**src/rtl/sigdel_pkg.sv**
```systemverilog
// -----------------------------------------------------------------------------
// sigdel_pkg
// Shared constants and types for the sinc3 sigma-delta decimator.
//   OSR_LOG2   : log2 of the decimation ratio (16)
//   W          : integrator / comb width, 3*OSR_LOG2+1
//   OUT_W      : output sample width, 3*OSR_LOG2
//   SAT_VAL    : largest representable output, used when full scale is clamped
//   comb_state_e : comb sequencer states
// -----------------------------------------------------------------------------
package sigdel_pkg;

  localparam int OSR_LOG2 = 4;
  localparam int W        = 3 * OSR_LOG2 + 1;
  localparam int OUT_W    = 3 * OSR_LOG2;

  localparam logic [OUT_W-1:0] SAT_VAL = 12'hFFF;

  // Frames that must complete before the comb history is trustworthy.
  localparam logic [1:0] WARMUP_DONE = 2'd3;

  typedef enum logic [1:0] {
    ST_IDLE = 2'd0,
    ST_C1   = 2'd1,
    ST_C2   = 2'd2,
    ST_C3   = 2'd3
  } comb_state_e;

endpackage : sigdel_pkg

```
**src/rtl/cic_int_stage.sv**
```systemverilog
// -----------------------------------------------------------------------------
// cic_int_stage
// One W-bit wrapping integrator of the CIC chain.
//   i_clk     : system clock, rising edge
//   i_rst_n   : asynchronous active-low reset
//   i_clr     : synchronous clear (has priority over i_en)
//   i_en      : accumulate enable (modulator sample strobe)
//   i_operand : value added on each enabled cycle
//   o_acc     : registered accumulator value
// Wrap-around modulo 2^W is intentional: the comb differences cancel it.
// -----------------------------------------------------------------------------
module cic_int_stage #(
  parameter int W = sigdel_pkg::W
) (
  input  logic         i_clk,
  input  logic         i_rst_n,
  input  logic         i_clr,
  input  logic         i_en,
  input  logic [W-1:0] i_operand,
  output logic [W-1:0] o_acc
);

  import sigdel_pkg::*;

  logic [W-1:0] r_acc;

  // Accumulator register: clear wins over accumulate.
  always_ff @(posedge i_clk or negedge i_rst_n) begin
    if (!i_rst_n) begin
      r_acc <= {W{1'b0}};
    end else if (i_clr) begin
      r_acc <= {W{1'b0}};
    end else if (i_en) begin
      r_acc <= r_acc + i_operand;
    end
  end

  assign o_acc = r_acc;

endmodule : cic_int_stage

```
**src/rtl/sigdel_cic3.sv**
```systemverilog
// -----------------------------------------------------------------------------
// sigdel_cic3
// Third-order CIC (sinc3) decimator: 1-bit modulator stream in, 12-bit
// unsigned samples out at 1/16 of the modulator sample rate.
//   i_clk    : system clock, rising edge
//   i_rst_n  : asynchronous active-low reset
//   i_sd_in  : modulator bit (1 = +1, 0 = 0)
//   i_sd_en  : one-cycle sample strobe, i_sd_in consumed only when high
//   i_clr    : synchronous clear of filter state (o_data is kept)
//   o_data   : last decimated sample, held between o_valid pulses
//   o_valid  : one-cycle pulse when o_data updates
//   o_sat    : sticky flag, set when a full-scale 4096 was clamped to 4095
// Integrators run at the sample rate; a four-state sequencer evaluates the
// three comb stages once per frame, one stage per clock.
// -----------------------------------------------------------------------------
module sigdel_cic3 #(
  parameter int OSR_LOG2 = sigdel_pkg::OSR_LOG2,
  parameter int W        = 3 * OSR_LOG2 + 1
) (
  input  logic                    i_clk,
  input  logic                    i_rst_n,
  input  logic                    i_sd_in,
  input  logic                    i_sd_en,
  input  logic                    i_clr,
  output logic [3*OSR_LOG2-1:0]   o_data,
  output logic                    o_valid,
  output logic                    o_sat
);

  import sigdel_pkg::*;

  localparam int OW = 3 * OSR_LOG2;

  // Integrator chain
  logic [W-1:0]          w_sd_ext;
  logic [W-1:0]          w_i1;
  logic [W-1:0]          w_i2;
  logic [W-1:0]          w_i3;

  // Decimation control
  logic [OSR_LOG2-1:0]   r_dcnt;
  logic                  w_frame_end;
  logic                  r_frame_end;

  // Comb sequencer
  comb_state_e           r_state;
  comb_state_e           w_state_nxt;

  // Comb datapath
  logic [W-1:0]          r_snap;
  logic [W-1:0]          r_d1;
  logic [W-1:0]          r_d2;
  logic [W-1:0]          r_d3;
  logic [W-1:0]          r_c1;
  logic [W-1:0]          r_c2;
  logic [W-1:0]          w_c3;
  logic [OW-1:0]         w_data_clamped;
  logic                  w_clamp_hit;

  // Output side
  logic [1:0]            r_wu;
  logic [OW-1:0]         r_data;
  logic                  r_valid;
  logic                  r_sat;

  assign w_sd_ext = {{(W-1){1'b0}}, i_sd_in};

  // Each stage adds the previous stage's registered (old) value, so the
  // chain is pipelined: two samples of extra delay, identical for all frames.
  cic_int_stage #(.W(W)) u_int1 (
    .i_clk     (i_clk),
    .i_rst_n   (i_rst_n),
    .i_clr     (i_clr),
    .i_en      (i_sd_en),
    .i_operand (w_sd_ext),
    .o_acc     (w_i1)
  );

  cic_int_stage #(.W(W)) u_int2 (
    .i_clk     (i_clk),
    .i_rst_n   (i_rst_n),
    .i_clr     (i_clr),
    .i_en      (i_sd_en),
    .i_operand (w_i1),
    .o_acc     (w_i2)
  );

  cic_int_stage #(.W(W)) u_int3 (
    .i_clk     (i_clk),
    .i_rst_n   (i_rst_n),
    .i_clr     (i_clr),
    .i_en      (i_sd_en),
    .i_operand (w_i2),
    .o_acc     (w_i3)
  );

  // The last sample of a frame is the strobe seen while the counter is at 15.
  assign w_frame_end = i_sd_en & (r_dcnt == {OSR_LOG2{1'b1}});

  // Decimation counter plus a one-cycle delayed frame-end flag; the delay
  // lets the sequencer snapshot i3 after it has absorbed the last sample.
  always_ff @(posedge i_clk or negedge i_rst_n) begin
    if (!i_rst_n) begin
      r_dcnt      <= {OSR_LOG2{1'b0}};
      r_frame_end <= 1'b0;
    end else if (i_clr) begin
      r_dcnt      <= {OSR_LOG2{1'b0}};
      r_frame_end <= 1'b0;
    end else begin
      r_frame_end <= w_frame_end;
      if (i_sd_en) begin
        r_dcnt <= r_dcnt + {{(OSR_LOG2-1){1'b0}}, 1'b1};
      end
    end
  end

  // Sequencer next-state logic: one comb stage per clock after a frame end.
  always_comb begin
    w_state_nxt = r_state;
    case (r_state)
      ST_IDLE: begin
        if (r_frame_end) begin
          w_state_nxt = ST_C1;
        end else begin
          w_state_nxt = ST_IDLE;
        end
      end
      ST_C1:   w_state_nxt = ST_C2;
      ST_C2:   w_state_nxt = ST_C3;
      ST_C3:   w_state_nxt = ST_IDLE;
      default: w_state_nxt = ST_IDLE;
    endcase
  end

  // Sequencer state register.
  always_ff @(posedge i_clk or negedge i_rst_n) begin
    if (!i_rst_n) begin
      r_state <= ST_IDLE;
    end else if (i_clr) begin
      r_state <= ST_IDLE;
    end else begin
      r_state <= w_state_nxt;
    end
  end

  // Final comb difference; the true result lies in 0..4096, so bit W-1 set
  // means exactly full scale, which does not fit the output word.
  assign w_c3 = r_c2 - r_d3;

  // Clamp full scale to the largest output code.
  always_comb begin
    w_data_clamped = w_c3[OW-1:0];
    w_clamp_hit    = 1'b0;
    if (w_c3[W-1]) begin
      w_data_clamped = SAT_VAL;
      w_clamp_hit    = 1'b1;
    end else begin
      w_data_clamped = w_c3[OW-1:0];
      w_clamp_hit    = 1'b0;
    end
  end

  // Comb pipeline, warm-up counter and output registers. A clear drops any
  // in-flight result but leaves the last published sample on o_data.
  always_ff @(posedge i_clk or negedge i_rst_n) begin
    if (!i_rst_n) begin
      r_snap  <= {W{1'b0}};
      r_d1    <= {W{1'b0}};
      r_d2    <= {W{1'b0}};
      r_d3    <= {W{1'b0}};
      r_c1    <= {W{1'b0}};
      r_c2    <= {W{1'b0}};
      r_wu    <= 2'd0;
      r_data  <= {OW{1'b0}};
      r_valid <= 1'b0;
      r_sat   <= 1'b0;
    end else if (i_clr) begin
      r_snap  <= {W{1'b0}};
      r_d1    <= {W{1'b0}};
      r_d2    <= {W{1'b0}};
      r_d3    <= {W{1'b0}};
      r_c1    <= {W{1'b0}};
      r_c2    <= {W{1'b0}};
      r_wu    <= 2'd0;
      r_valid <= 1'b0;
      r_sat   <= 1'b0;
    end else begin
      r_valid <= 1'b0;
      case (r_state)
        ST_IDLE: begin
          if (r_frame_end) begin
            r_snap <= w_i3;
          end
        end
        ST_C1: begin
          r_c1 <= r_snap - r_d1;
          r_d1 <= r_snap;
        end
        ST_C2: begin
          r_c2 <= r_c1 - r_d2;
          r_d2 <= r_c1;
        end
        ST_C3: begin
          r_d3 <= r_c2;
          // The comb history only spans real data once three frames are in.
          if (r_wu == WARMUP_DONE) begin
            r_data  <= w_data_clamped;
            r_valid <= 1'b1;
            if (w_clamp_hit) begin
              r_sat <= 1'b1;
            end
          end else begin
            r_wu <= r_wu + 2'd1;
          end
        end
        default: begin
          r_valid <= 1'b0;
        end
      endcase
    end
  end

  assign o_data  = r_data;
  assign o_valid = r_valid;
  assign o_sat   = r_sat;

endmodule : sigdel_cic3

```
**config.mk**
```make
export PLATFORM = sky130hd
export DESIGN_NAME = sigdel_cic3
export DESIGN_NICKNAME = d
export VERILOG_FILES = /design/src/rtl/sigdel_pkg.sv /design/src/rtl/cic_int_stage.sv /design/src/rtl/sigdel_cic3.sv
export SDC_FILE = /design/constraint.sdc
export NUM_CORES = 1
export LEC_CHECK = 0
export ABC_AREA = 1
export CORE_ASPECT_RATIO = 0.8
export CORE_MARGIN = 10
export CORE_UTILIZATION = 63
export DETAILED_ROUTE_END_ITERATION = 10
export PLACE_DENSITY = 0.81
export SLEW_MARGIN = 0
export SYNTH_ARGS = -nofsm -noshare
export SYNTH_HDL_FRONTEND = slang
export SYNTH_SLANG_ARGS = --single-unit
```
**constraint.sdc**
```tcl
create_clock -name i_clk -period 3.8 [get_ports i_clk]
set_input_delay 0.95 -clock i_clk [delete_from_list [all_inputs] [get_ports i_clk]]
set_output_delay 0.95 -clock i_clk [all_outputs]
set_load 0.05 [all_outputs]
```
Word level (Yosys, flattened, before mapping). Cells that the tools add are included.

Flip-flop bits (word level): 140. Logic and storage cells: 82. RAM bits: 0. Bits in latches: 0. Memories kept: 0. Bits of input ports: 5. ROM bits: 0.

Add/sub/neg operators: 8. Bitwise logic cells: 2. Div/mod/pow operators: 0. Order comparisons: 0. Reduce and logical (&&, ||, !) cells: 13. Mux-type cells: 37. Equality and inequality tests: 6. Multipliers: 0. Shift operators: 0.

Operator list (count): 2-to-1 mux 13 bit (19); subtractor 13 bit (3); adder 13 bit (2); nonzero test 2 bit (8); adder 13 x 1 -> 13 bit (1); 2-to-1 mux 12 bit (1); 2-to-1 mux 1 bit (10); 2-to-1 mux 2 bit (4); 2-to-1 mux 4 bit (2); case mux 2 bit (4 select lines) (1); equality test 2 bit, second input constant (3); AND reduction 3 bit (2); adder 4 x 1 -> 4 bit, second input constant (1); equality test 4 bit, second input constant (1); AND reduction 2 bit (2); adder 2 x 1 -> 2 bit, second input constant (1); equality test 2 x 1 -> 1 bit, second input constant (1); zero test 2 bit (1); != test 2 bit, second input constant (1); bitwise AND 1 bit (1); inverter 1 bit (1).

Longest topological paths before layout. Gate-level depths: netlist of the first run.

Depth after elaboration: 6. Mapped depth: 13. Gate-level depth less buffers: 13.

By module. From an unflattened synthesis of the first run, not the netlist that was laid out.

Cell total of the unflattened synthesis: 1335. Area total of the unflattened synthesis: 9596.7 um^2.

By module, submodules not included: sigdel_cic3 (cells an instance 759, area each 5921.9 um^2, instances 1); cic_int_stage (cells an instance 192, area each 1224.9 um^2, instances 3).

Least setup slack after synthesis of the first run. OpenSTA, ideal clock, no wires.

Path kind: input to register. Start point: input port i_sd_in. End point: register u_int1.r_acc[8], in the netlist u_int1.o_acc[8]. Cell stages on the path: 9. Arrival time: 1890 ps. Setup slack: 1786 ps. Cell sequence: ha_1 > ha_1 > nand2_1 > inv_2 > nand3_1 > nor3_2 > nand2_1 > o21ai_0 > a21oi_1.

Word-level cells in the longest chain between the ends: 3.

Ends and longest elaborated chain: start: declaration (line sigdel_cic3.sv:22) `input logic i_sd_in,`; adder 13 x 1 -> 13 bit (line cic_int_stage.sv:34) `r_acc <= r_acc + i_operand;`; 2-to-1 mux 13 bit (line cic_int_stage.sv:33) `end else if (i_en) begin`; 2-to-1 mux 13 bit (line cic_int_stage.sv:31) `end else if (i_clr) begin`; end signal: assignment (line cic_int_stage.sv:30) `r_acc <= {W{1'b0}};`; end signal: assignment (line cic_int_stage.sv:32) `r_acc <= {W{1'b0}};`; end signal: assignment (line cic_int_stage.sv:34); end: declaration (line cic_int_stage.sv:25) `logic [W-1:0] r_acc;`.

Every way passes these cells. The select of a mux whose other input is x is not followed. A chain may end at the register's enable or synchronous reset.

Worst setup path after layout of the first run.
Start point: input port i_clr. End point: register r_dcnt[1].

Word-level cells in the longest chain between the ends: 1. Elaborated cells on any way between the ends: 2. Classes of those cells: mux: 1; reduce/logical: 1.

Ends and longest elaborated chain: start: declaration (line sigdel_cic3.sv:24) `input logic i_clr,`; 2-to-1 mux 4 bit or nonzero test 2 bit (tied branches); end signal: assignment (line sigdel_cic3.sv:104) `r_dcnt <= {OSR_LOG2{1'b0}};`; end signal: assignment (line sigdel_cic3.sv:107) `r_dcnt <= {OSR_LOG2{1'b0}};`; end signal: assignment (line sigdel_cic3.sv:112) `r_dcnt <= r_dcnt + {{(OSR_LOG2-1){1'b0}}, 1'b1};`; end: declaration (line sigdel_cic3.sv:41) `logic [OSR_LOG2-1:0] r_dcnt;`.

Several ways; a longest one is shown, not always the timed one.

==> results of run 1 <==
==> area by class of cell <==
cell class,count,share of cell area [%]
timing repair buffer,24,2.35
inverter,170,6.64
clock inverter,9,0.920
sequential,140,36.3
clock buffer,21,4.98
multi-input combinational,776,46.5
tap,180,2.33
==> flip-flops by register name, summed over array words and instances (netlist names), 2 cells and up <==
register and flops:
r_dcnt 4, r_snap 13, u_int2.o_acc 13, o_data 12, r_d1 13, u_int1.o_acc 13
r_d2 13, r_state 2, r_c2 13, r_c1 13, u_int3.o_acc 13, r_d3 13
r_wu 2
==> worst max-delay path, delay by kind of cell <==
| kind | cells | cell delay [ps] |
|---|---|---|
| buffers and inverters | 3 | 1270 |
| AOI/OAI and AO/OA | 1 | 230 |
| and+or+nand+nor | 1 | 830 |
==> placed cells by master (no fill, tap or decap), drive strengths merged, types with 17 or more instances in the layout <==
master,n
nand3,78
xor2,19
o21ai,76
nand2,303
dfrtp,140
clkbuf,21
ha,68
nor3,19
o22ai,28
a21oi,47
inv,170
nor2,69
clkdlybuf4s50,17
==> report_power, final <==
part           switching (W)  internal (W)  leakage, nW
clock               0.000649      0.000963        0.273
sequential         0.0000109       0.00151         1.93
combinational       0.000110     0.0000360         2.75
total               0.000770       0.00250         4.95
==> cell families after synthesis <==
kind of cell    after synthesis  synth area share [%]
flops                       140                  40.1
simple gates                490                  25.5
buf+inv                     190                  8.63
xor+xnor                     35                  3.59
fa+ha+maj                    73                  10.9
compound gates              178                  11.4
==> stage by stage <==
stage               cells  util (%)  power [W]
finish               1320      71.0    0.00327
global route         1320      71.0    0.00337
CTS                  1320      71.0    0.00329
detailed placement   1290      66.8    0.00169
global placement     1290      66.8    0.00169
floorplan            1106         -    0.00162
==> path summary, 6_finish.rpt <==
kind                       startpoint          to  slack, ps  cells after the start
max                             i_clr   r_dcnt[1]        840                      5
max reg2reg                r_state[0]     r_d2[0]       1460                      6
min reg2reg                o_data[10]  o_data[10]        480                      2
max in group asynchronous     i_rst_n     r_d2[7]       2410                      2
min in group asynchronous     i_rst_n     o_valid        560                      1
min                        o_data[10]  o_data[10]        480                      2
==> routing by layer <==
layer  vias to the layer above  track usage, %
met2                       142            33.6
met4                         0            7.78
met3                        26            4.43
met5                         -               0
li1                       3644               -
met1                      3431            28.7
==> run metrics, run 1 <==
status finished, final reports clean; Post-CTS Resized 0; RSZ-0062 raised after global routing false; worst-path cell with the longest stage delay nor2_2; DRT met1 WL between 9000 and 10000 um; met3 wire length ~720 um; pre-CTS setup slack 458 ps; Die H ~130 um; ranking of synthesized cells by area dfrtp_1 40%, nand2_1 12%, ha_1 9.7%, inv_1 6.9%, o21ai_0 4.3%; Sink Count 140; Die Wd 152 um; crit start category input port; Fmax achieved 338 MHz; Yosys cell types 43; # DRC 0; Top Layer Used met4; initial antenna violation count 0; crit path DAT between 3000 and 4000 ps; Power per Cell Area 339 nW/um^2; Top FF cell, synth dfrtp_1; top-count cell post-synth nand2_1; synth-to-layout area growth 10.4%; CTS Buf Count 17; setup ws final 843 ps; Seq/Total Area, Yosys 40.1%; final setup TNS 0 ps; placed inst area 9080 um^2; Rows 38; TritonCTS clock tree yes; CTS clk-pin slew, worst paths 60 ps; max incr delay on CP 830 ps; layout cells sized above 1 7.02%; Starting Density 64.3%; Avg Vias per Cell 5.49; Multi-input gate area 4490 um^2; fin. max-slew vios 0; Placeable Area 13600 um^2; clk root buf clkbuf_16; Critical Path, Cell by Cell clkdlybuf4s50_1 -> buf_4 -> nor2_2 -> inv_1 -> o21ai_0; Synth top cells by count 291 x nand2_1, 161 x inv_1, 140 x dfrtp_1; largest net degree at the start of global routing 91; routed len/inst 14.5 um; DR iter-0 viols 472; final clock skew about 11 ps; peak supply drop 0.396 mV; number of synthesis warnings 0; Setup violations, final 0; Synth Register Bits 140; Slew @ Worst Pin 1050 ps; Synth top area share 40.1%; Post-synth EDFFs 0; NumNets Final 1207; fill count around 1100; vias in the first global route 7237; Post-Syn Area per Cell 7.91 um^2; Mapped Cells 1106; HP Class flop to flop; worst endpoint required time approximately 4100 ps; Post-Syn Nets about 1200; Clock Latency Late Sink around 430 ps; Rel. slew slack a little under a third; H-tree depth 4; Routed WL 19200 um; Max-Cap Viols 0; netlist area before placement about 8700 um^2; critical path class input port to flop; Die Footprint 19000 um^2; Static Leak 4.95 nW; via count between 7000 and 8000; worst hold slack 478 ps; met2 WL post-DR 8950 um; register area 3500 um^2; Top Ports 19; top cell type by total area after synthesis dfrtp_1; DP Wirelength ~14000 um; grt ovf 0; remaining antenna violation count after routing 0; GP Congestion 0.884; clk buf depth 2; ys async rst share 100%; ANT cells 0; Buffers on Ports 18; cts-stage hold buffer count 0; setup bufs post-CTS 0; global-route usage over all layers a little over a fifth; min cycle time layout approximately 3000 ps; post-route cell area 9650 um^2; crit path max fanout 27; DRT Pass-1 Iters 5; element type at the critical path end flop; Hold Vio Cnt, Final 0; first-pass GRT wire length 33700 um; fin crit share 77.8%
Power figures use the tool's default switching activity.
==> run 2: changes to the inputs <==
- CORE_UTILIZATION: 63 -> 57
- PLACE_DENSITY: 0.81 -> 0.77
- clock period: 3.8 -> 2.7 ns (I/O delays scaled with it)
==> run 2 against run 1 <==
  * Die area rose by 9.0%
  * Via count fell by 2.2%
  * Combinational power rose by 49%
  * Utilization fell by 6.2 points
  * Cell count rose by 0.98%
  * Flip-flop and latch count did not move
  * Final area rose by 0.80%
  * Largest cell class unchanged
==> run metrics, run 2 (same netlist as run 1, synthesis figures left out) <==
fill count 1280; Max-Cap Viols 0; NumNets Final 1212; grt ovf 0; max incr delay on CP 820 ps; vias in the first global route 6928; Top Ports 19; final setup TNS 0 ps; Critical Path, Cell by Cell clkdlybuf4s50_1; setup bufs post-CTS 0; TritonCTS clock tree yes; DP Wirelength 13800 um; element type at the critical path end primary output; peak supply drop 0.430 mV; CTS clk-pin slew, worst paths 60 ps; Static Leak 4.99 nW; Routed WL 18400 um; remaining antenna violation count after routing 0; pre-CTS setup slack 185 ps; crit-path leading delay family buffers and inverters; commonest non-fill, non-tap cell in the layout nand2_1; DR iter-0 viols 348; Rows 40; critical path class flop to primary output; DRT Pass-1 Iters 5; fin. max-slew vios 0; Multi-input gate area between 4000 and 5000 um^2; Avg Vias per Cell 5.32; GP Congestion 0.900; RSZ-0062 raised after global routing false; post-layout util between 60% and 70%; largest net degree at the start of global routing 59; R2R depth 12; crit path max fanout 2; ANT cells 0; fin crit share approximately 85%; worst path bufs/invs 1; Hold Vio Cnt, Final 0; worst hold slack 166 ps; Sink Count 140; Reg-to-Reg Start u_int2.o_acc[0]; first-pass GRT wire length ~32000 um; # DRC 0; Die Wd 159 um; Starting Density 58.3%; crit start category flop; min cycle time layout 2290 ps; Clock Latency Late Sink 430 ps; Post-CTS Resized 0; worst-path cell with the longest stage delay clkdlybuf4s50_1; CTS Buf Count 17; crit path DAT approximately 1600 ps; final clock skew roughly 5.8 ps; register area 3500 um^2; via count approximately 7100; Placeable Area about 15000 um^2; clk root buf clkbuf_16; RR Endpoint u_int3.o_acc[10]; Rel. slew slack 53.4%; layout cells sized above 1 7.26%; Die Footprint 20700 um^2; setup ws final 410 ps; worst endpoint required time 2030 ps; global-route usage over all layers 19.1%; H-tree depth 4; Setup violations, final 0; HP Class input port to asynchronous set/reset pin; Fmax achieved between 400 and 500 MHz; Die H 131 um; cts-stage hold buffer count 0; status finished, final reports clean; initial antenna violation count 0; setup slack, reg-to-reg 560 ps; synth-to-layout area growth 11.3%; Slew @ Worst Pin 698 ps; routed len/inst 13.8 um; most frequent cells in the layout 291 x nand2_1, 161 x inv_1, 140 x dfrtp_1; clk buf depth 2; Power per Cell Area 478 nW/um^2; Buffers on Ports 18
## run 2: area by class of cell
type                            count  share of cell area [%]
Clock inverter                      9                    1.20
Timing Repair Buffer               29                    2.97
Inverter                          170                    6.58
Tap cell                          189                    2.43
Multi-Input combinational cell    776                    46.1
Clock buffer                       20                    4.69
Sequential cell                   140                    36.0
## run 2: worst max path at each step
| stage | from | slack [ps] | cells after the start | to |
|---|---|---|---|---|
| 3_5_place_dp | i_clr | 180 | 5 | r_c1[2] |
| 5_1_grt | u_int2.o_acc[0] | 310 | 12 | u_int3.o_acc[10] |
| 6_report | o_data[9] | 410 | 1 | o_data[9] |
| 2_1_floorplan | u_int2.o_acc[0] | 830 | 12 | u_int3.o_acc[10] |
| 3_3_place_gp | i_clr | 260 | 5 | r_c1[7] |
| 4_1_cts | o_sat | 400 | 1 | o_sat |
## run 2: power breakdown
part	total, W	leakage (nW)	switching [W]	internal, W
clock	0.00230	0.278	0.000904	0.00140
combinational	0.000217	2.79	0.000157	0.0000597
sequential	0.00213	1.93	0.0000141	0.00212
## run 2: stage by stage
stage	instances	total power (W)	instance area, um^2
floorplan	1106	0.00228	8750
global placement	1304	0.00238	9160
detailed placement	1304	0.00239	9160
CTS	1333	0.00467	9730
global route	1333	0.00479	9730
finish	1333	0.00465	9730
## run 2: layer usage
| layer | share of wire, % | GRT usage [%] |
|---|---|---|
| met5 | 0 | 0 |
| met4 | 1.0 | 4.40 |
| met1 | 49 | 24.9 |
| met3 | 3.8 | 4.44 |
| met2 | 46 | 31.6 |
